`src/rtl/seq_chunk_adder.sv`:
```
// seq_chunk_adder: handshaked multi-cycle adder/subtractor.
// Adds CHUNK bits per clock with a registered inter-chunk carry.
module seq_chunk_adder #(
  parameter int WIDTH = 16,
  parameter int CHUNK = 4
) (
  input  logic             clk,
  input  logic             rst,
  input  logic             in_valid,
  output logic             in_ready,
  input  logic [WIDTH-1:0] A,
  input  logic [WIDTH-1:0] B,
  input  logic             C,
  input  logic             SUB,
  output logic             out_valid,
  input  logic             out_ready,
  output logic [WIDTH-1:0] S,
  output logic             D,
  output logic             V
);

  localparam int N  = WIDTH / CHUNK;
  localparam int KW = (N > 1) ? $clog2(N) : 1;
  localparam logic [KW-1:0] K_LAST = KW'(N - 1);

  typedef enum logic [1:0] {
    IDLE,
    RUN,
    DONE
  } state_t;

  state_t state;
  state_t state_nx;

  logic [WIDTH-1:0] a_q;
  logic [WIDTH-1:0] b_q;
  logic [WIDTH-1:0] s_q;
  logic             carry_q;
  logic             sub_q;
  logic             d_q;
  logic             v_q;
  logic [KW-1:0]    k;

  logic [CHUNK-1:0] a_sl;
  logic [CHUNK-1:0] b_sl;
  logic [CHUNK:0]   sum;
  logic             msb_cin;
  logic             accept;
  logic             last;
  logic             release_q;

  assign in_ready  = (state == IDLE);
  assign out_valid = (state == DONE);
  assign accept    = in_valid & in_ready;
  assign release_q = out_valid & out_ready;
  assign last      = (k == K_LAST);

  // A and B' shift right so the active slice is always the low CHUNK bits.
  assign a_sl = a_q[CHUNK-1:0];
  assign b_sl = b_q[CHUNK-1:0];

  // One CHUNK+1 bit slice adder; the top bit is the slice carry-out.
  assign sum = {1'b0, a_sl} + {1'b0, b_sl}
             + {{CHUNK{1'b0}}, carry_q};

  // Carry into the slice MSB, recovered from the MSB sum bit.
  assign msb_cin = sum[CHUNK-1] ^ a_sl[CHUNK-1] ^ b_sl[CHUNK-1];

  // State register.
  always_ff @(posedge clk or posedge rst) begin
    if (rst) begin
      state <= IDLE;
    end else begin
      state <= state_nx;
    end
  end

  // Next-state decode.
  always_comb begin
    state_nx = state;
    unique case (state)
      IDLE: if (accept) state_nx = RUN;
      RUN:  if (last) state_nx = DONE;
      DONE: if (release_q) state_nx = IDLE;
      default: state_nx = IDLE;
    endcase
  end

  // Operand capture, slice iteration and result registers.
  always_ff @(posedge clk or posedge rst) begin
    if (rst) begin
      a_q     <= '0;
      b_q     <= '0;
      s_q     <= '0;
      carry_q <= 1'b0;
      sub_q   <= 1'b0;
      d_q     <= 1'b0;
      v_q     <= 1'b0;
      k       <= '0;
    end else begin
      unique case (state)
        IDLE: begin
          if (accept) begin
            a_q     <= A;
            b_q     <= SUB ? ~B : B;
            carry_q <= SUB ? ~C : C;
            sub_q   <= SUB;
            s_q     <= '0;
            d_q     <= 1'b0;
            v_q     <= 1'b0;
            k       <= '0;
          end
        end
        RUN: begin
          for (int i = 0; i < N; i++) begin
            if (k == KW'(i)) begin
              s_q[i*CHUNK +: CHUNK] <= sum[CHUNK-1:0];
            end
          end
          a_q     <= a_q >> CHUNK;
          b_q     <= b_q >> CHUNK;
          carry_q <= sum[CHUNK];
          k       <= k + 1'b1;
          if (last) begin
            d_q <= sum[CHUNK] ^ sub_q;
            v_q <= msb_cin ^ sum[CHUNK];
            k   <= '0;
          end
        end
        default: begin
        end
      endcase
    end
  end

  assign S = s_q;
  assign D = d_q;
  assign V = v_q;

endmodule
```
`config.mk`:
```
export PLATFORM = sky130hd
export DESIGN_NAME = seq_chunk_adder
export DESIGN_NICKNAME = d
export VERILOG_FILES = /design/src/rtl/seq_chunk_adder.sv
export SDC_FILE = /design/constraint.sdc
export NUM_CORES = 1
export LEC_CHECK = 0
export BUFFER_PORTS_ARGS = -buffer_cell sky130_fd_sc_hd__buf_2
export CAP_MARGIN = 20
export CORE_UTILIZATION = 25
export CTS_CLUSTER_DIAMETER = 30
export CTS_CLUSTER_SIZE = 30
export DETAILED_ROUTE_END_ITERATION = 8
export SYNTH_ARGS = -nofsm -noshare
export SYNTH_HDL_FRONTEND = slang
export SYNTH_SLANG_ARGS = --single-unit
```
`constraint.sdc`:
```
create_clock -name clk -period 3.2 [get_ports clk]
set_clock_uncertainty 0.15 [all_clocks]
set_input_delay 0.32 -clock clk [delete_from_list [all_inputs] [get_ports clk]]
set_output_delay 0.32 -clock clk [all_outputs]
set_load 0.01 [all_outputs]
```
# Yosys cells after proc, flatten, opt, wreduce, memory -nomap -nowiden
# Cells that the tools add are included.
op_classes:
  bitwise_logic: 8
  n_addsub: 3
  eq_ne: 11
  n_reduce_logical: 10
  muxes: 26
op_table:
  columns: ["operator", "n"]
  rows:
  - ["one-hot mux 16 bit (2 select lines)", 3]
  - ["2-to-1 mux 16 bit", 4]
  - ["2-to-1 mux 4 bit", 4]
  - ["NOT 16 bit", 1]
  - ["AND reduction 3 bit", 5]
  - ["2-to-1 mux 2 bit", 5]
  - ["!= test 2 bit (second input constant)", 4]
  - ["equality test 2 bit (second input constant)", 3]
  - ["one-hot mux 1 bit (2 select lines)", 3]
  - ["one-hot mux 2 bit (3 select lines)", 1]
  - ["adder 4 x 4 -> 5 bit", 1]
  - ["adder 5 x 1 -> 5 bit", 1]
  - ["2-to-1 mux 1 bit", 5]
  - ["equality test 2 x 1 -> 1 bit (second input constant)", 2]
  - ["zero test 2 bit", 2]
  - ["!= test 2 x 1 -> 1 bit (second input constant)", 2]
  - ["one-hot mux 2 bit (2 select lines)", 1]
  - ["AND reduction 2 bit", 2]
  - ["bitwise XOR 1 bit", 4]
  - ["adder 2 x 1 -> 2 bit (second input constant)", 1]
  - ["AND 1 bit", 2]
  - ["nonzero test 2 bit", 1]
  - ["NOT 1 bit", 1]
word_totals:
  input_bits: 38
  register_bits: 56
  output_inout_bits: 20
  wordCells: 70

# Depth between registers and ports, before layout
# Gate-level depths: netlist of run 1.
depth:
  word_depth: 7
  ltp_mapped: 6
  ltp_nobuf: 6

# Worst setup path after synthesis of run 1
# No wires, ideal clock.
synth_timing:
  kind: "register to register"
  start: "register a_q[0]"
  end: "register v_q (netlist: V)"
  setup_time_ps: 95
  required_ps: 2955
  arrival_ps: 1772
  path_buffers: 0
  path_stages_with_launch: 7
  slack_ps: 1183
  path_cell_list: "dfrtp_1 > fa_1 > fa_1 > nand3_1 > a21oi_1 > o211a_1 > o31ai_1"
synth_between:
  elab_chain_cells: 7
synth_lines:
  columns: ["element", "line_no", "source"]
  rows:
  - ["start: declaration", "35", "logic [WIDTH-1:0] a_q;"]
  - ["start signal: assignment", "120", "a_q <= a_q >> CHUNK;"]
  - ["adder 4 x 4 -> 5 bit (*)", "63", "assign sum = {1'b0, a_sl} + {1'b0, b_sl}"]
  - ["adder 5 x 1 -> 5 bit (*)", "64", "+ {{CHUNK{1'b0}}, carry_q};"]
  - ["bitwise XOR 1 bit (2 in a row)", "67", "assign msb_cin = sum[CHUNK-1] ^ a_sl[CHUNK-1] ^ b_sl[CHUNK-1];"]
  - ["bitwise XOR 1 bit (*)", "126", "v_q <= msb_cin ^ sum[CHUNK];"]
  - ["2-to-1 mux 1 bit (*)", "124", "if (last) begin"]
  - ["one-hot mux 1 bit (2 select lines) (*)", "101", "unique case (state)"]
  - ["end signal: assignment", "126", null]
  - ["end: declaration", "41", "logic v_q;"]
# Every way passes the cells marked *; elsewhere a longest branch is shown, timed or not. The select of a mux whose other input is x is not followed.
# A chain may end at the register's enable or synchronous reset.

# Worst setup path after layout of run 1
# Ends and elaborated chain as after synthesis.

==> metrics.md, run 1 <==
| Metric | Value |
|---|---|
| Status | finished, violations left |
| Failing checks | negative hold slack |
| Synthesized area per cell | 10.20 um2 |
| GRT overflow | 0 |
| Final WL | between 6000 and 7000 um |
| Synth Area in XOR/XNOR | about 6.6% |
| Drt pass-1 iters | 4 |
| Total GRT Usage | roughly an eighth |
| Register bit total from synthesis | 56 |
| Die area | roughly 11,000 um2 |
| Largest net degree at the start of global routing | 36 |
| Area Growth Syn to Fin | 20.05% |
| # Post-CTS Setup Buffers | 0 |
| Crit-path most repeated cell | fa_1 |
| Maximum VDD drop | 0.0003311 V |
| Mux share of post-synthesis cell area | 0% |
| Slowest stage delay, CP | 0.46 ns |
| Commonest non-fill, non-tap cell in the layout | buf_2 |
| Clock sinks | 56 |
| Residual DRC | 0 |
| CTS clock-pin slew for the worst setup and hold paths | ~0.11 ns |
| Fmax | about 460 MHz |
| Final ANT Viol Nets | 0 |
| CTS tree | yes |
| TritonCTS Buffers | 5 |
| First-pass GRT wire length | 10,570 um |
| Net Sw Power | roughly 0.0015 W |
| Max_cap viols | 0 |
| Critical path class | reg -> reg |
| Cell Area, Synth | between 2000 and 3000 um2 |
| Worst Hold Class | in -> async |
| Initial antenna violation count | 0 |
| Crit path DAT | between 2 and 2.5 ns |
| Clock Power Share | between 10% and 20% |
| Post-Synthesis Net Count | slightly above 300 |
| Max-slew violation count | 0 |
| Crit-path cells | fa_1 > fa_1 > nand3_1 > a21oi_1 > o211a_1 > o31ai_1 |
| GP Congestion | about 0.79 |
| RSZ-0062 raised after global routing | false |
| Avg WL per Cell | 14.01 um |
| Minimum clock period | 2.195 ns |
| Vias | 2,084 |
| Setup crit start kind | flop |
| CP delay by family, top | adder cells |
| Final hold violations | 33 |
| Ratio of cells with drive above 1 in the final layout | a little under a quarter |
| Synth unique cells | 31 |
| Hold Buf Count CTS | 0 |
| Sequential Power Share | 37.3% |
| Vias/cell | ~4.6 |
| Critical Path Slowest Stage Cell | fa_1 |
| Initial Utilization | 25.88% |
| Share of synthesized cell area in full adder, half adder and majority cells | between 4 and 5% |
| H-Tree Depth | 2 |
| DRT iter0 DRCs | 86 |
| Sw frac | about 44% |
| Port Buffer Count | 57 |
| Worst-Skew Late Latency | roughly 0.32 ns |
| Largest family of logic cells by synthesized area | compound AO/OA/AOI/OAI gates |
| Synth warnings | 0 |
| Synth Area in Compound Gates | approximately 18% |
| Simple-gate area share of the yosys netlist | between 10% and 20% |
| Register area share after synthesis | a little over half |
| # IOs | 58 |
| Final HPWL DP | approximately 4600 um |
| Rows | 37 |
| Worst slew pin tran | ~0.76 ns |
| Critical path required time | around 3.3 ns |
| Core Util, Final | between 30% and 40% |
| CTS root buffer | clkbuf_8 |
| Vias in the first global route | ~2,100 |
| Die W | ~110 um |
| CP bufs+invs | 0 |
| Lkg Pwr | between 1.5 and 2 nW |
| Setup TNS | 0 ns |
| Period utilisation layout | between 60% and 70% |
| Nets | around 360 |
| Worst slew margin | 49.10% |
| Critical Path Sink Type | flop |
| PD cells | around 1000 nW/um2 |
| Core area | about 10,000 um2 |
| Leading cell types in the layout, fill and taps excluded | buf_2 (57), dfrtp_1 (56), nand2_1 (47), nor2_1 (28), xnor2_1 (16) |
| Max clock buf depth | 2 |
| Diodes inserted | 0 |
| Final Setup Violations | 0 |
| Die Height | roughly 110 um |
| Cells after Synth | approximately 260 |
| Int Pwr | 0.001875 W |
| Hold slack | -0.02157 ns |
| Comb pwr share | 50.0% |
| Worst-path fanout max | 3 |
| Post_cts resized | 0 |
## synth_stat cells
master | instances | area share (%)
a22oi_1 | 1 | 0.28
a21oi_1 | 6 | 1.1
nor2b_1 | 1 | 0.23
o31ai_1 | 6 | 1.7
a31oi_1 | 12 | 2.8
nor2_2 | 1 | 0.23
dfrtp_1 | 56 | 52
buf_1 | 1 | 0.14
nand2b_1 | 2 | 0.47
o21ai_0 | 7 | 1.3
a211oi_1 | 1 | 0.28
o21ai_1 | 7 | 1.3
a221o_1 | 12 | 4.5
clkbuf_1 | 3 | 0.42
and3_1 | 2 | 0.47
fa_1 | 2 | 1.5
a21o_1 | 1 | 0.28
nand2_1 | 47 | 6.6
nor3b_2 | 1 | 0.47
nand3_1 | 5 | 0.94
buf_4 | 2 | 0.56
o211a_1 | 1 | 0.37
buf_2 | 12 | 2.2
inv_1 | 4 | 0.56
and2_1 | 1 | 0.23
ha_1 | 7 | 3.3
xor2_1 | 4 | 1.3
or3_1 | 1 | 0.23
nor2_1 | 28 | 3.9
xnor2_1 | 16 | 5.2
a32o_1 | 12 | 4.5
## layer usage
metal,GRT usage [%],share of wire [%],up-vias
met5,0,0,-
met1,16.35,49,1006
met4,3.521,1.1,0
met3,2.474,4.0,8
met2,19.22,46,45
li1,-,-,1025
## final timing paths
path | end | from | slack, ns | depth (start not counted)
worst min-delay path | S[7]$_DFFE_PP0P_ | rst | -0.02 | 2
worst max-delay path | V$_DFFE_PP0P_ | a_q[0]$_DFFE_PP0P_ | 1.00 | 6
min in group clk | state[1]$_DFFE_PP0P_ | out_ready | 0.03 | 2
max in group asynchronous | b_q[2]$_DFFE_PP0P_ | rst | 2.26 | 3
worst min register to register | V$_DFFE_PP0P_ | V$_DFFE_PP0P_ | 0.34 | 2
worst max register to register | V$_DFFE_PP0P_ | a_q[0]$_DFFE_PP0P_ | 1.00 | 6
## area by class of cell
type / count / area [um2]
clock buffers: 5 / 68.82
multi-input cells: 184 / 1174
well taps: 136 / 170.2
repair buffers: 63 / 350.3
flip-flops and latches: 56 / 1401
fillers: 1113 / 7117
clock inverters: 3 / 27.53
inverters: 4 / 15.01
## registers in the layout, indices dropped and copies added, names as in the netlist
name / count
state: 2
D: 1
b_q: 16
sub_q: 1
k: 2
V: 1
carry_q: 1
a_q: 16
S: 16
## kinds of logic (layout without fill, tap and decap cells)
group           count (synthesis)  count (layout)
compound gates                 66              66
xor+xnor                       20              20
fa+ha+maj                       9               9
buf+inv                        22              75
flops                          56              56
simple gates                   89              89
## power groups by stage
stage          clock, W  combinational [W]  sequential (W)
6_report       0.000422            0.00166         0.00124
4_1_cts        0.000437            0.00166         0.00124
2_1_floorplan         0            0.00121         0.00123
5_1_grt        0.000464            0.00188         0.00128
3_3_place_gp          0            0.00160         0.00124
3_5_place_dp          0            0.00165         0.00126
## per-stage QoR
stage / std cells / total power, W / cell area, um2 / setup slack, ns / hold WS, ns
2_1_floorplan: 262 / 0.002443 / 2671 / 1.183 / 0.2776
6_report: 451 / 0.003328 / 3207 / 1.005 / -0.02157
5_1_grt: 451 / 0.003627 / 3207 / 0.9233 / 0.02084
4_1_cts: 450 / 0.003335 / 3179 / 1.013 / 0.001452
3_3_place_gp: 442 / 0.002844 / 3083 / 1.112 / 0.3110
3_5_place_dp: 442 / 0.002905 / 3083 / 1.054 / 0.3154
(Power assumes the default switching activity.)
==> inputs of run 2 (changes only) <==
clock period = 2.3 ns   (was 3.2 ns; I/O delays follow)
==> metrics.md, run 2 (synthesis gave the netlist of run 1 again) <==
| Metric | Value |
|---|---|
| H-Tree Depth | 2 (unchanged) |
| Worst-Skew Late Latency | 0.30 ns (-0.02 ns) |
| Vias/cell | 4.690 (+1.5%) |
| Hold slack | 0.0002451 ns (+0.02182 ns) |
| Crit path DAT | 2.23 ns (-0.05 ns) |
| Status | completed |
| Fmax | 461.4 MHz (+1.3%) |
| Worst-path fanout max | 3 (unchanged) |
| Die area | 11,100 um2 (unchanged) |
| Vias in the first global route | 2,083 (-1.7%) |
| DRT iter0 DRCs | 88 (+2.3%) |
| Worst Hold Class | in -> reg |
| Routing usage on met2 | 17.11% (-2.1 points) |
| Final ANT Viol Nets | 0 (unchanged) |
| Minimum clock period | 2.168 ns (-0.02754 ns) |
| Area Growth Syn to Fin | 21.50% |
| RSZ-0062 raised after global routing | false |
| Final Setup Violations | 0 (unchanged) |
| Max clock buf depth | 2 (unchanged) |
| Setup TNS | 0 ns (unchanged) |
| First-pass GRT wire length | 10,370 um (-1.9%) |
| CTS tree | yes |
| Critical path class | reg -> reg |
| Final HPWL DP | 4452 um (-3.2%) |
| Max-slew violation count | 0 (unchanged) |
| TritonCTS Buffers | 5 (unchanged) |
| PD cells | 1412 nW/um2 (+36%) |
| Critical path required time | 2.36 ns (-0.92 ns) |
| Clock sinks | 56 (unchanged) |
| Post-Layout Cell Count | 458 (+1.6%) |
| Vias | 2,148 (+3.1%) |
| Setup crit start kind | flop |
| Worst slew margin | 52.72% (+3.6 points) |
| Period utilisation layout | 94.24% (+26 points) |
| Maximum VDD drop | 0.0005670 V (+71%) |
| Rows | 37 (unchanged) |
| Final WL | 6150 um (-2.7%) |
| Commonest non-fill, non-tap cell in the layout | buf_2 |
| CTS root buffer | clkbuf_8 |
| Ratio of cells with drive above 1 in the final layout | 23.60% (-0.21 points) |
| Diodes inserted | 0 (unchanged) |
| Residual DRC | 0 (unchanged) |
| Met1 layer usage reported by global route | 17.23% (+0.89 points) |
| # IOs | 58 (unchanged) |
| Leading cell types in the layout, fill and taps excluded | buf_2 (57), dfrtp_1 (56), nand2_1 (47), nor2_1 (28), xnor2_1 (16) |
| # Post-CTS Setup Buffers | 0 (unchanged) |
| Drt pass-1 iters | 4 (unchanged) |
| Max_cap viols | 0 (unchanged) |
| Nets | 368 (+1.9%) |
| Avg WL per Cell | 13.43 um (-4.1%) |
| Total GRT Usage | 11.69% (-0.33 points) |
| Core area | 10,320 um2 (unchanged) |
| Largest net degree at the start of global routing | 57 (+58%) |
| R2r setup slk | 0.13 ns (-0.87 ns) |
| Critical Path Sink Type | flop |
| Initial Utilization | 25.88% (unchanged) |
| Lkg Pwr | 1.522 nW (+1.3%) |
| Port Buffer Count | 57 (unchanged) |
| Final hold violations | 0 (-100%) |
| Die W | 105.4 um (unchanged) |
| Grt met3 use | 2.783% (+0.31 points) |
| Global routing's busiest layer | met1 |
| Worst slew pin tran | 0.7092 ns (-0.05320 ns) |
| CTS clock-pin slew for the worst setup and hold paths | 0.10 ns (about the same) |
| Initial antenna violation count | 0 (unchanged) |
| GRT overflow | 0 (unchanged) |
| GP Congestion | 0.7988 (+1.2%) |
| Die Height | 105.4 um (unchanged) |
| Placed Cells | 445 (+0.68%) |
[run 2: changes by cell type in the layout (fill, tap and decap cells not counted)]
cell and delta:
dlygate4sd3_1 +5, buf_4 +3, clkbuf_1 +2, nand3_1 -1
nand3_2 +1, inv_8 -1, clkinvlp_4 -1, buf_16 -1
[run 2: cell type report]
| cell class | instances | area (um2) |
|---|---|---|
| fill | 1091 | 7078 |
| sequential | 56 | 1401 |
| multi-input combinational | 184 | 1179 |
| timing repair buffer | 70 | 395.4 |
| tap | 136 | 170.2 |
| clock buffer | 7 | 76.32 |
| inverter | 4 | 15.01 |
| clock inverter | 1 | 8.758 |
[run 2: critical path, stage by stage (launching register included)]
cell and delay [ns]:
dfrtp_1 0.42, fa_1 0.46, fa_1 0.44, nand3_2 0.11, a21oi_1 0.09, o211a_1 0.24
o31ai_1 0.18
[run 2: what timing repair did]
action / 4_1_cts / 5_1_grt
endpoints found under the hold margin: 32 / 0
hold buffers: 5 / 0
endpoints found under the setup margin: 0 / 1
gates resized for setup: 0 / 1
[run 2: path summary, 6_finish.rpt]
check / to / depth (start not counted) / startpoint
max: V$_DFFE_PP0P_ / 6 / a_q[0]$_DFFE_PP0P_
min in group asynchronous: a_q[7]$_DFFE_PP0P_ / 4 / rst
max reg2reg: V$_DFFE_PP0P_ / 6 / a_q[0]$_DFFE_PP0P_
min: a_q[15]$_DFFE_PP0P_ / 3 / A[15]
max in group asynchronous: b_q[2]$_DFFE_PP0P_ / 4 / rst
min reg2reg: S[15]$_DFFE_PP0P_ / 2 / S[15]$_DFFE_PP0P_
[run 2: routing by layer]
layer | part of all wire [%] | vias up
met1 | 49 | 1041
met5 | 0 | -
met3 | 5.6 | 8
met2 | 44 | 59
li1 | - | 1040
met4 | 1.3 | 0
[run 2: report_power, final]
part	switching (W)	leakage (nW)	internal, W
Combinational	0.00136	0.771	0.000970
Sequential	0.000295	0.709	0.00143
Clock	0.000308	0.0424	0.000218
[run 2: through the flow]
step / utilization, % / worst slack [ns] / power [W] / area, um2
after detailed placement: 30.08 / 0.1515 / 0.004066 / 3105
after floorplan: - / 0.2825 / 0.003399 / 2671
after global routing: 31.44 / 0.02145 / 0.005013 / 3246
after CTS: 31.39 / 0.1142 / 0.004606 / 3241
after global placement: 30.08 / 0.2162 / 0.003992 / 3105
final: 31.44 / 0.1325 / 0.004583 / 3246
==> inputs of run 3 (changes only) <==
CORE_ASPECT_RATIO = 0.8   (was unset)
PLACE_DENSITY = 0.47   (was unset)
==> metrics.md, run 3 (synthesis gave the netlist of run 1 again) <==
| Metric | Value |
|---|---|
| Core area | 10,320 um2 (about the same) |
| DRT iter0 DRCs | 160 (+82%) |
| Post-Layout Cell Count | 462 (+0.87%) |
| Residual DRC | 0 (unchanged) |
| Total GRT Usage | 12.67% (+0.98 points) |
| Worst-Skew Late Latency | 0.30 ns (about the same) |
| Critical path required time | 2.33 ns (-0.03 ns) |
| CP bufs+invs | 0 (unchanged) |
| Vias/cell | 4.615 (-1.6%) |
| Final WL | 6582 um (+7.0%) |
| Clock sinks | 56 (unchanged) |
| PD cells | 1466 nW/um2 (+3.8%) |
| Sequential Power Share | 35.7% (-1.9 points) |
| Ratio of cells with drive above 1 in the final layout | 24.22% (+0.62 points) |
| Maximum VDD drop | 0.0004129 V (-27%) |
| Crit. Startpoint | a_q[0]$_DFFE_PP0P_ |
| DP Worst Slack | 0.1541 ns (+0.002661 ns) |
| Placed Instance Area | 3110 um2 (+0.16%) |
| TritonCTS Buffers | 5 (unchanged) |
| Failing checks | negative hold slack |
| Largest net degree at the start of global routing | 39 (-32%) |
| H-Tree Depth | 2 (unchanged) |
| # IOs | 58 (unchanged) |
| Critical path class | reg -> reg |
| Minimum clock period | 2.171 ns (+0.003808 ns) |
| Initial Utilization | 25.88% (about the same) |
| Period utilisation layout | 94.41% (+0.17 points) |
| Vias in the first global route | 2,117 (+1.6%) |
| Max-slew violation count | 0 (unchanged) |
| Placed Cells | 449 (+0.90%) |
| R2r setup slk | 0.13 ns (about the same) |
| Reg2reg end | V$_DFFE_PP0P_ |
| Worst Hold Class | in -> reg |
| Die W | 117.6 um (+12%) |
| Avg WL per Cell | 14.25 um (+6.1%) |
| Int Pwr | 0.002810 W (+7.4%) |
| Setup crit start kind | flop |
| Crit path DAT | 2.21 ns (-0.02 ns) |
| CP delay by family, top | adder cells |
| Leading cell types in the layout, fill and taps excluded | buf_2 (57), dfrtp_1 (56), nand2_1 (47), nor2_1 (28), xnor2_1 (16) |
| Final ANT Viol Nets | 0 (unchanged) |
| Slowest stage delay, CP | 0.47 ns (about the same) |
| Net Sw Power | 0.002054 W (+4.5%) |
| CTS clock-pin slew for the worst setup and hold paths | 0.08 ns (-0.02 ns) |
| Pwr Total | 0.004864 W (+6.1%) |
| Hold Crit Start | A[15] |
| Crit-path most repeated cell | fa_1 |
| Final hold violations | 1 (+1) |
| Worst R2R Start | a_q[0]$_DFFE_PP0P_ |
| Die area | 11,110 um2 (about the same) |
| Design area | 3318 um2 (+2.2%) |
| Worst-path fanout max | 3 (unchanged) |
| Initial antenna violation count | 0 (unchanged) |
| Min-Delay Path Depth | 3 (unchanged) |
| Worst slew pin tran | 0.6265 ns (-0.08266 ns) |
| Vias | 2,132 (-0.74%) |
| GP Congestion | 0.7615 (-4.7%) |
| Comb pwr share | 47.9% (-3.0 points) |
| CTS tree | yes |
| Fmax | 460.5 MHz (-0.18%) |
| Sw frac | 42.22% (-0.68 points) |
| Max_cap viols | 0 (unchanged) |
| Worst slew margin | 58.19% (+5.5 points) |
| FF-to-FF path depth | 6 (unchanged) |
| Hold slack | -0.004832 ns (-0.005077 ns) |
| Crit-path cells | fa_1 > fa_1 > nand3_1 > a21oi_1 > a211oi_1 > o31ai_2 |
| Final HPWL DP | 4728 um (+6.2%) |
| Post-route setup slack | 0.1286 ns (-0.003808 ns) |
| Lkg Pwr | 1.552 nW (+2.0%) |
| Clock Power Share | 16.4% (+4.9 points) |
| Hold EP | a_q[15]$_DFFE_PP0P_ |
| CTS root buffer | clkbuf_16 |
| Commonest non-fill, non-tap cell in the layout | buf_2 |
| Rows | 33 (-11%) |
| Max clock buf depth | 2 (unchanged) |
| Die Height | 94.46 um (-10%) |
| Area Growth Syn to Fin | 24.22% |
| Diodes inserted | 0 (unchanged) |
| Critical Path Sink Type | flop |
| Final Setup Violations | 0 (unchanged) |
| Status | finished, violations left |
| Port Buffer Count | 57 (unchanged) |
| Core Util, Final | 32.15% (+0.71 points) |
| Nets | 368 (unchanged) |
| First-pass GRT wire length | 10,960 um (+5.7%) |
| GRT overflow | 0 (unchanged) |
| Drt pass-1 iters | 4 (unchanged) |
| Critical Path Slowest Stage Cell | fa_1 |
## run 3: how the worst max path moves through the flow
stage	cells after the start	slack (ns)	to
5_1_grt	6	-0.007	V$_DFFE_PP0P_
6_report	6	0.13	V$_DFFE_PP0P_
4_1_cts	6	0.15	V$_DFFE_PP0P_
3_5_place_dp	6	0.15	V$_DFFE_PP0P_
3_3_place_gp	6	0.20	V$_DFFE_PP0P_
2_1_floorplan	6	0.28	V$_DFFE_PP0P_
## run 3: repair_timing
action | in CTS | in global routing
gates resized for setup | 0 | 1
hold buffers | 5 | 0
endpoints found under the hold margin | 17 | 0
buffers inserted | 0 | 0
setup endpoints to repair | 0 | 1
## run 3: worst reg2reg max path, cell delays in order (launching register included)
cell	delay, ns
dfrtp_1	0.40
fa_1	0.47
fa_1	0.42
nand3_1	0.12
a21oi_1	0.10
a211oi_1	0.31
o31ai_2	0.10
## run 3: final cells by class
| cell class | instances | area (um2) |
|---|---|---|
| clock buffer | 5 | 125.1 |
| clock inverter | 3 | 27.53 |
| fill | 1134 | 7004 |
| inverter | 4 | 15.01 |
| multi-input combinational | 184 | 1179 |
| sequential | 56 | 1401 |
| tap | 140 | 175.2 |
| timing repair buffer | 70 | 395.4 |
## run 3: power groups by stage
stage / combinational [W] / clock [W] / sequential, W
5_1_grt: 0.00267 / 0.000858 / 0.00180
6_report: 0.00233 / 0.000796 / 0.00174
2_1_floorplan: 0.00168 / 0 / 0.00172
3_5_place_dp: 0.00235 / 0 / 0.00176
4_1_cts: 0.00236 / 0.000820 / 0.00174
3_3_place_gp: 0.00231 / 0 / 0.00174
## run 3: through the flow
step / hold slack, ns / setup TNS (ns)
after floorplan: 0.1876 / 0
after global placement: 0.05744 / 0
after detailed placement: 0.06275 / 0
after CTS: 0.001245 / 0
after global routing: 0.02478 / -0.006500
final: -0.004832 / 0
## run 3: layer usage
metal | up-vias | global-route usage (%) | share of wire, %
met1 | 1041 | 18.38 | 52
met5 | - | 0 | 0
met3 | 6 | 2.476 | 3.5
li1 | 1041 | - | -
met4 | 0 | 3.312 | 0.97
met2 | 44 | 19.18 | 44
